<file path="config.mk">
export PLATFORM = sky130hd
export DESIGN_NAME = cipher_cfg_loader
export DESIGN_NICKNAME = d
export VERILOG_FILES = /design/src/rtl/cipher_cfg_loader.sv
export SDC_FILE = /design/constraint.sdc
export NUM_CORES = 1
export LEC_CHECK = 0
export ABC_CLOCK_PERIOD_IN_PS = 3100
export BUFFER_PORTS_ARGS = -buffer_cell sky130_fd_sc_hd__buf_2
export CAP_MARGIN = 40
export CORE_UTILIZATION = 45
export CTS_CLUSTER_DIAMETER = 120
export CTS_CLUSTER_SIZE = 24
export DETAILED_ROUTE_END_ITERATION = 12
export PLACE_DENSITY_LB_ADDON = 0.3
export RECOVER_POWER = 50
export REMOVE_ABC_BUFFERS = 1
export SYNTH_ARGS = -nofsm -noshare
export SYNTH_HDL_FRONTEND = slang
export SYNTH_SLANG_ARGS = --single-unit
</file>
<file path="constraint.sdc">
create_clock -name i_clk -period 3.1 [get_ports i_clk]
set_input_delay 0.155 -clock i_clk [delete_from_list [all_inputs] [get_ports i_clk]]
set_output_delay 0.155 -clock i_clk [all_outputs]
set_load 0.05 [all_outputs]
</file>
<file path="src/rtl/cipher_cfg_loader.sv">
// cipher_cfg_loader: captures an M-bit key/seed word on a start strobe and
// shifts it MSB-first into the cipher's serial config chain. With
// CFG_READBACK_EN defined, a second pass re-shifts the key and compares the
// chain tail to it; the chain is left holding the key either way.
//
// Optional feature macro: CFG_READBACK_EN (undefined: no readback pass,
// i_cfg_i unused, o_verify_ok/o_err tied 0).
//
// Ports:
//   i_clk        system clock, rising edge
//   i_rst        asynchronous reset, active-high
//   i_start      load request, sampled only in IDLE
//   i_key[M]     key/seed word, captured on the accepted start edge
//   o_busy       high from the cycle after start until DONE is left
//   o_done       one-cycle pulse at sequence completion
//   o_verify_ok  last readback matched; held until next accepted start
//   o_err        last readback mismatched; held until next accepted start
//   o_cfg_en     cipher chain shift enable
//   o_cfg_o      serial key bit to cipher cfg_i, MSB first, 0 when idle
//   i_cfg_i      chain tail from cipher cfg_o
module cipher_cfg_loader #(
    parameter int unsigned M = 36
) (
    input  logic         i_clk,
    input  logic         i_rst,
    input  logic         i_start,
    input  logic [M-1:0] i_key,
    output logic         o_busy,
    output logic         o_done,
    output logic         o_verify_ok,
    output logic         o_err,
    output logic         o_cfg_en,
    output logic         o_cfg_o,
    input  logic         i_cfg_i
);

    localparam int unsigned CNT_W = $clog2(M);
    localparam logic [CNT_W-1:0] CNT_LAST = CNT_W'(M - 1);

    typedef enum logic [1:0] {
        S_IDLE,
        S_SHIFT,
        S_VERIFY,
        S_DONE
    } state_t;

    state_t           r_state, w_state_nxt;
    logic [CNT_W-1:0] r_cnt, w_cnt_nxt;
    logic [M-1:0]     r_shadow, w_shadow_nxt;
    logic             r_busy, w_busy_nxt;
    logic             r_done, w_done_nxt;
    logic             r_cfg_en, w_cfg_en_nxt;
    logic             r_cfg_o, w_cfg_o_nxt;
`ifdef CFG_READBACK_EN
    logic             r_miss, w_miss_nxt;
    logic             r_verify_ok, w_verify_ok_nxt;
    logic             r_err, w_err_nxt;
`else
    logic             w_unused_cfg_i;
    assign w_unused_cfg_i = i_cfg_i;
`endif

    // State and registered outputs
    always_ff @(posedge i_clk or posedge i_rst) begin
        if (i_rst) begin
            r_state     <= S_IDLE;
            r_cnt       <= '0;
            r_shadow    <= '0;
            r_busy      <= 1'b0;
            r_done      <= 1'b0;
            r_cfg_en    <= 1'b0;
            r_cfg_o     <= 1'b0;
`ifdef CFG_READBACK_EN
            r_miss      <= 1'b0;
            r_verify_ok <= 1'b0;
            r_err       <= 1'b0;
`endif
        end else begin
            r_state     <= w_state_nxt;
            r_cnt       <= w_cnt_nxt;
            r_shadow    <= w_shadow_nxt;
            r_busy      <= w_busy_nxt;
            r_done      <= w_done_nxt;
            r_cfg_en    <= w_cfg_en_nxt;
            r_cfg_o     <= w_cfg_o_nxt;
`ifdef CFG_READBACK_EN
            r_miss      <= w_miss_nxt;
            r_verify_ok <= w_verify_ok_nxt;
            r_err       <= w_err_nxt;
`endif
        end
    end

    // Next-state logic; outputs are derived from the next state so they are
    // valid in the same cycle the state is entered.
    always_comb begin
        w_state_nxt     = r_state;
        w_cnt_nxt       = r_cnt;
        w_shadow_nxt    = r_shadow;
`ifdef CFG_READBACK_EN
        w_miss_nxt      = r_miss;
        w_verify_ok_nxt = r_verify_ok;
        w_err_nxt       = r_err;
`endif
        case (r_state)
            S_IDLE: begin
                if (i_start) begin
                    w_shadow_nxt    = i_key;
                    w_cnt_nxt       = '0;
                    w_state_nxt     = S_SHIFT;
`ifdef CFG_READBACK_EN
                    w_miss_nxt      = 1'b0;
                    w_verify_ok_nxt = 1'b0;
                    w_err_nxt       = 1'b0;
`endif
                end
            end
            S_SHIFT: begin
                // Rotate so the shadow returns to the key after M shifts.
                w_shadow_nxt = {r_shadow[M-2:0], r_shadow[M-1]};
                if (r_cnt == CNT_LAST) begin
                    w_cnt_nxt = '0;
`ifdef CFG_READBACK_EN
                    w_state_nxt = S_VERIFY;
`else
                    w_state_nxt = S_DONE;
`endif
                end else begin
                    w_cnt_nxt = r_cnt + CNT_W'(1);
                end
            end
            S_VERIFY: begin
`ifdef CFG_READBACK_EN
                // Re-shifting the key keeps the chain intact while its tail
                // walks past in step with shadow[M-1].
                w_shadow_nxt = {r_shadow[M-2:0], r_shadow[M-1]};
                w_miss_nxt   = r_miss | (i_cfg_i ^ r_shadow[M-1]);
                if (r_cnt == CNT_LAST) begin
                    w_cnt_nxt       = '0;
                    w_verify_ok_nxt = ~w_miss_nxt;
                    w_err_nxt       = w_miss_nxt;
                    w_state_nxt     = S_DONE;
                end else begin
                    w_cnt_nxt = r_cnt + CNT_W'(1);
                end
`else
                w_state_nxt = S_IDLE;
`endif
            end
            S_DONE: begin
                w_state_nxt = S_IDLE;
            end
            default: begin
                w_state_nxt = S_IDLE;
            end
        endcase

        w_cfg_en_nxt = (w_state_nxt == S_SHIFT) || (w_state_nxt == S_VERIFY);
        w_cfg_o_nxt  = w_cfg_en_nxt & w_shadow_nxt[M-1];
        w_busy_nxt   = (w_state_nxt != S_IDLE);
        w_done_nxt   = (w_state_nxt == S_DONE);
    end

    assign o_busy   = r_busy;
    assign o_done   = r_done;
    assign o_cfg_en = r_cfg_en;
    assign o_cfg_o  = r_cfg_o;
`ifdef CFG_READBACK_EN
    assign o_verify_ok = r_verify_ok;
    assign o_err       = r_err;
`else
    assign o_verify_ok = 1'b0;
    assign o_err       = 1'b0;
`endif

endmodule
</file>
[Word level (Yosys, flattened, before mapping)]
Cells that the tools add are included.
W data, S select, Z words.
Word-level totals
  word-level logic and storage cells: 32
  output and inout port bits: 6
  input port bits: 40
  register bits after elaboration: 48
Cells by class
  bitwise operators: 1
  eq/ne operators: 8
  $add $sub $neg: 1
  reductions and logical operators: 6
  mux-type cells: 8
Operators by type and width (number)
  $pmux W36 S2: 1
  $mux W36: 1
  $mux W6: 2
  $pmux W6 S2: 1
  $eq A2 B2 Y1 const B: 4
  $add A6 B1 Y6 const B: 1
  $eq A6 B6 Y1 const B: 1
  $pmux W2 S3: 1
  $eq A2 B1 Y1 const B: 2
  $mux W2: 2
  $reduce_bool A2 Y1: 2
  $logic_not A2 Y1: 1
  $ne A2 B2 Y1 const B: 1
  $reduce_and A2 Y1: 1
  $reduce_or A2 Y1: 1
  $and A1 B1 Y1: 1
  $logic_or A1 B1 Y1: 1

[Longest topological paths before layout]
  word-level depth: 6
  depth in mapped cells: 6
  gate-level depth less buffers: 6

[Worst setup path after synthesis]
Ideal clock, no wire load.
  kind: reg2reg
  start point: register r_cnt[0]
  end point: register r_cfg_o (netlist: o_cfg_o)
  setup slack: 1.687 ns
  data arrival time: 1.292 ns
  buffers on the path: 0
  stages on the path, launching flop included: 7
  cell sequence: dfrtp_1 -> ha_1 -> nand2b_1 -> nor3_1 -> nand3_1 -> ha_1 -> o211a_1
Between the ends
  word-level cells in the longest chain between the ends: 6
  elaborated cells between the ends (all ways): 7
  classes of those cells: 3 x eq/ne; 2 x mux; 1 x bitwise; 1 x reduce/logical
Ends and longest elaborated chain
  start: declaration: RTL line 48  | logic [CNT_W-1:0] r_cnt, w_cnt_nxt;
  start signal: assignment: RTL line 80  | r_cnt <= w_cnt_nxt;
  $eq A6 B6 Y1 *: RTL line 121  | if (r_cnt == CNT_LAST) begin
  $mux W2 *: RTL line 121
  $pmux W2 S3 *: RTL line 105  | case (r_state)
  $eq A2 B1 Y1 or $eq A2 B2 Y1 (tied branches): RTL line 158  | w_cfg_en_nxt = (w_state_nxt == S_SHIFT) || (w_state_nxt == S_VERIFY);
  $logic_or A1 B1 Y1 *: RTL line 158
  net w_cfg_en_nxt: RTL line 52  | logic r_cfg_en, w_cfg_en_nxt;
  $and A1 B1 Y1 *: RTL line 159  | w_cfg_o_nxt = w_cfg_en_nxt & w_shadow_nxt[M-1];
  net w_cfg_o_nxt: RTL line 53  | logic r_cfg_o, w_cfg_o_nxt;
  end signal: assignment: RTL line 85  | r_cfg_o <= w_cfg_o_nxt;
  end: declaration: RTL line 53
Mark *: on every way through the listed nets, which the timed path passes. The rest lies on a longest branch.
A chain may end at the register's enable or synchronous reset.

[Worst setup path in the final report]
  start point: register r_state[1]
  end point: register r_cfg_o (netlist: o_cfg_o)
Between the ends
  word-level cells in the longest chain between the ends: 6
  elaborated cells between the ends (all ways): 13
  classes of those cells: 5 x eq/ne; 4 x mux; 1 x bitwise; 3 x reduce/logical
Ends and longest elaborated chain
  start: declaration: RTL line 47  | state_t r_state, w_state_nxt;
  start signal: assignment: RTL line 79  | r_state <= w_state_nxt;
  $eq A2 B2 Y1: RTL line 105
  $reduce_or A2 Y1 (no line)
  $pmux W2 S3 *: RTL line 105
  $eq A2 B1 Y1 or $eq A2 B2 Y1 (tied branches): RTL line 158
  $logic_or A1 B1 Y1 *: RTL line 158
  net w_cfg_en_nxt: RTL line 52
  $and A1 B1 Y1 *: RTL line 159
  net w_cfg_o_nxt: RTL line 53
Marks and branches as above.

==> impl_metrics.py <==
metrics = {
    "synthesis": {
        "synth.area.top_cells": "dfrtp_1 (52%), a22oi_1 (11%), nor2b_1 (5.9%)",
        "synthArstFlopShare": 1.00,
        "netlist_instances": 237,
        "synth_top_flop_cell": "dfrtp_1",
        "syn_area_um2": 2320,
        "yosys_warnings": 0,
        "synth_edf_count": 0,
        "ys_types": 31,
        "ys_seq_elements": 48,
        "synth_largest_area_cell": "dfrtp_1",
        "ys_seq_area_frac": 0.517,
        "synth_top_area_share": 0.517,
        "avgSynthCellArea_um2": 9.80,
    },
    "worst_setup_path": {
        "crit_cells": 4,
        "cp-start-kind": "register",
        "rrSetupSlack_ns": 0.95,
        "worstSetupEndpointType": "register",
        "crit_buf_inv": 1,
        "slowest_stage": "dfrtp_1",
        "crit_fanout": 27,
        "r2r_start": "r_state[1]",
        "crit_path_max_incr_delay_ns": 0.92,
        "arrival_ns": 2.34,
        "critical_path_class": "reg -> reg",
        "path_cells": "buf_4 -> o21bai_4 -> ha_1 -> o211a_1",
        "timing.rr.end": "o_cfg_o",
        "cp.required_ns": 3.29,
        "critical-path-top-delay-family": "flip-flops",
        "ff2ff_path_depth": 4,
    },
    "power_and_ir_drop": {
        "ir_drop_v": 0.000393,
        "power.density_nw_per_um2": 807,
        "power.leakage_nw": 1.17,
        "finalPower_mw": 2.14,
    },
    "drt": {
        "route.vias.total": 1836,
        "drt_iter0_drc": 159,
        "drt.antenna.violating_nets": 0,
        "drt_wl_total_um": 4660,
        "post_drt_wl_per_cell_um": 13.7,
        "drc": 0,
        "viasPerCell": 5.40,
        "drt-pass1-iter-count": 4,
    },
    "worst_hold_path": {
        "holdPathEnd": "r_shadow[20]",
        "hold_path.class": "in -> reg",
        "hold_depth": 3,
        "min_from": "i_key[20]",
    },
    "sta": {
        "period_share": 0.694,
        "slew_headroom": 0.420,
        "fin_ws_ns": 0.948,
        "whs_ns": 0.112,
        "fmax_ghz": 0.465,
        "skew_ns": 0.00799,
        "finalCriticalPeriod_ns": 2.15,
        "maxSlewViolCount": 0,
        "hold_violations": 0,
        "worstMarginPinSlew_ns": 0.871,
        "setup_viol": 0,
        "rsz0062_at_grt": "false",
        "tns_ns": 0,
    },
    "die": {
        "pin_count": 46,
        "start_util": 0.479,
        "fp-row-count": 25,
        "fp.coreArea_um2": 4850,
        "dieArea_um2": 5450,
        "die_x_um": 73.9,
        "die_h_um": 73.9,
    },
    "final_layout": {
        "area_growth_pct": 13.8,
        "antennaDiodeCount": 0,
        "fin_nets": 316,
        "utilization": 0.546,
        "fill_cells": 459,
        "layout-drive-gt1-share": 0.198,
        "instances_no_fill": 340,
        "final_common_cell": "dfrtp_1",
        "final_cell_mix": "dfrtp_1 (48), buf_2 (40), a22oi_1 (35)",
        "finalInstanceArea_um2": 2650,
    },
    "clocking": {
        "numCtsBuffers": 5,
        "cts_resized": 0,
        "clk_latency_ns": 0.30,
        "cts.htree.levels": 2,
        "cts_sinks": 48,
        "cts-root-buf": "clkbuf_8",
        "clockBufferDepth": 2,
        "postCtsSetupBuffers": 0,
        "cts_hold_buf": 1,
        "clk_pin_slew_ns": 0.09,
        "tritoncts": "built",
    },
    "global_route": {
        "grt-ovfl-total": 0,
        "grt_pass1_vias": 1663,
        "track_usage": 0.186,
        "antenna_found_initial": 0,
        "grt_pass1_wl_um": 7730,
        "grt_max_degree": 39,
    },
    "place": {
        "place_inst": 332,
        "dp_slack_ns": 0.965,
        "gp_congestion": 0.747,
        "port_buffers": 42,
        "place_area_um2": 2560,
        "dp_hpwl_um": 3070,
    },
    "flow_run": {
        "cap_viol_max_count": 0,
    },
    "outcome": {
        "run_status": "complete, no violations",
    },
}
[sequential cells by signal, summed over array words and instances, names as in the netlist]
register / count
o_busy: 1
r_shadow: 36
o_done: 1
o_cfg_o: 1
o_cfg_en: 1
r_cnt: 6
r_state: 2
[Yosys cell counts (all sizes together), types with 2 or more instances]
| cell type | n |
|---|---|
| nand2b | 2 |
| buf | 15 |
| a22oi | 35 |
| clkbuf | 6 |
| nand3 | 4 |
| nor2b | 22 |
| a21oi | 21 |
| nand2 | 20 |
| o21bai | 2 |
| o21ai | 38 |
| dfrtp | 48 |
| ha | 3 |
| inv | 7 |
[layout make-up]
class | count | area [um2] | share of cell area
clock inverter | 1 | 5.00 | 0.00189
clock buffer | 6 | 72.6 | 0.0274
tap | 67 | 83.8 | 0.0317
inverter | 7 | 26.3 | 0.00993
sequential | 48 | 1200 | 0.454
timing repair buffer | 49 | 275 | 0.104
multi-input combinational | 162 | 981 | 0.371
[power breakdown]
part	switching, mW	internal [mW]
combinational	0.343	0.338
clock	0.201	0.154
sequential	0.208	0.890
total	0.753	1.38
[tightest hold or removal path: cells and delay by family]
kind | cells | cell delay (ns)
AO/OA/AOI/OAI | 2 | 0.15
buffers and inverters | 1 | 0.07
[layer usage]
metal / up-vias / track usage / part of all wire
met1: 867 / 0.267 / 0.48
met4: 0 / 0.0449 / 0.0088
li1: 914 / - / -
met3: 5 / 0.0535 / 0.059
met2: 50 / 0.277 / 0.45
met5: - / 0 / 0
[cell families after synthesis]
group,Yosys count,share of synthesized area
xor gates and xnor gates,1,0.00377
and+or+nand+nor,52,0.115
other,1,0.00161
adders and majority gates,3,0.0162
AOI/OAI and AO/OA,104,0.284
DFF,48,0.517
buffers and inverters,28,0.0625
[worst max-delay path by stage]
stage                           from  endpoint  slack [ns]
after floorplan           r_state[0]   o_cfg_o        0.50
after global placement    r_state[1]   o_cfg_o        0.97
after detailed placement  r_state[1]   o_cfg_o        0.96
after CTS                 r_state[1]   o_cfg_o        0.95
after global routing      r_state[1]   o_cfg_o        0.83
final                     r_state[1]   o_cfg_o        0.95
(Power assumes the default switching activity.)
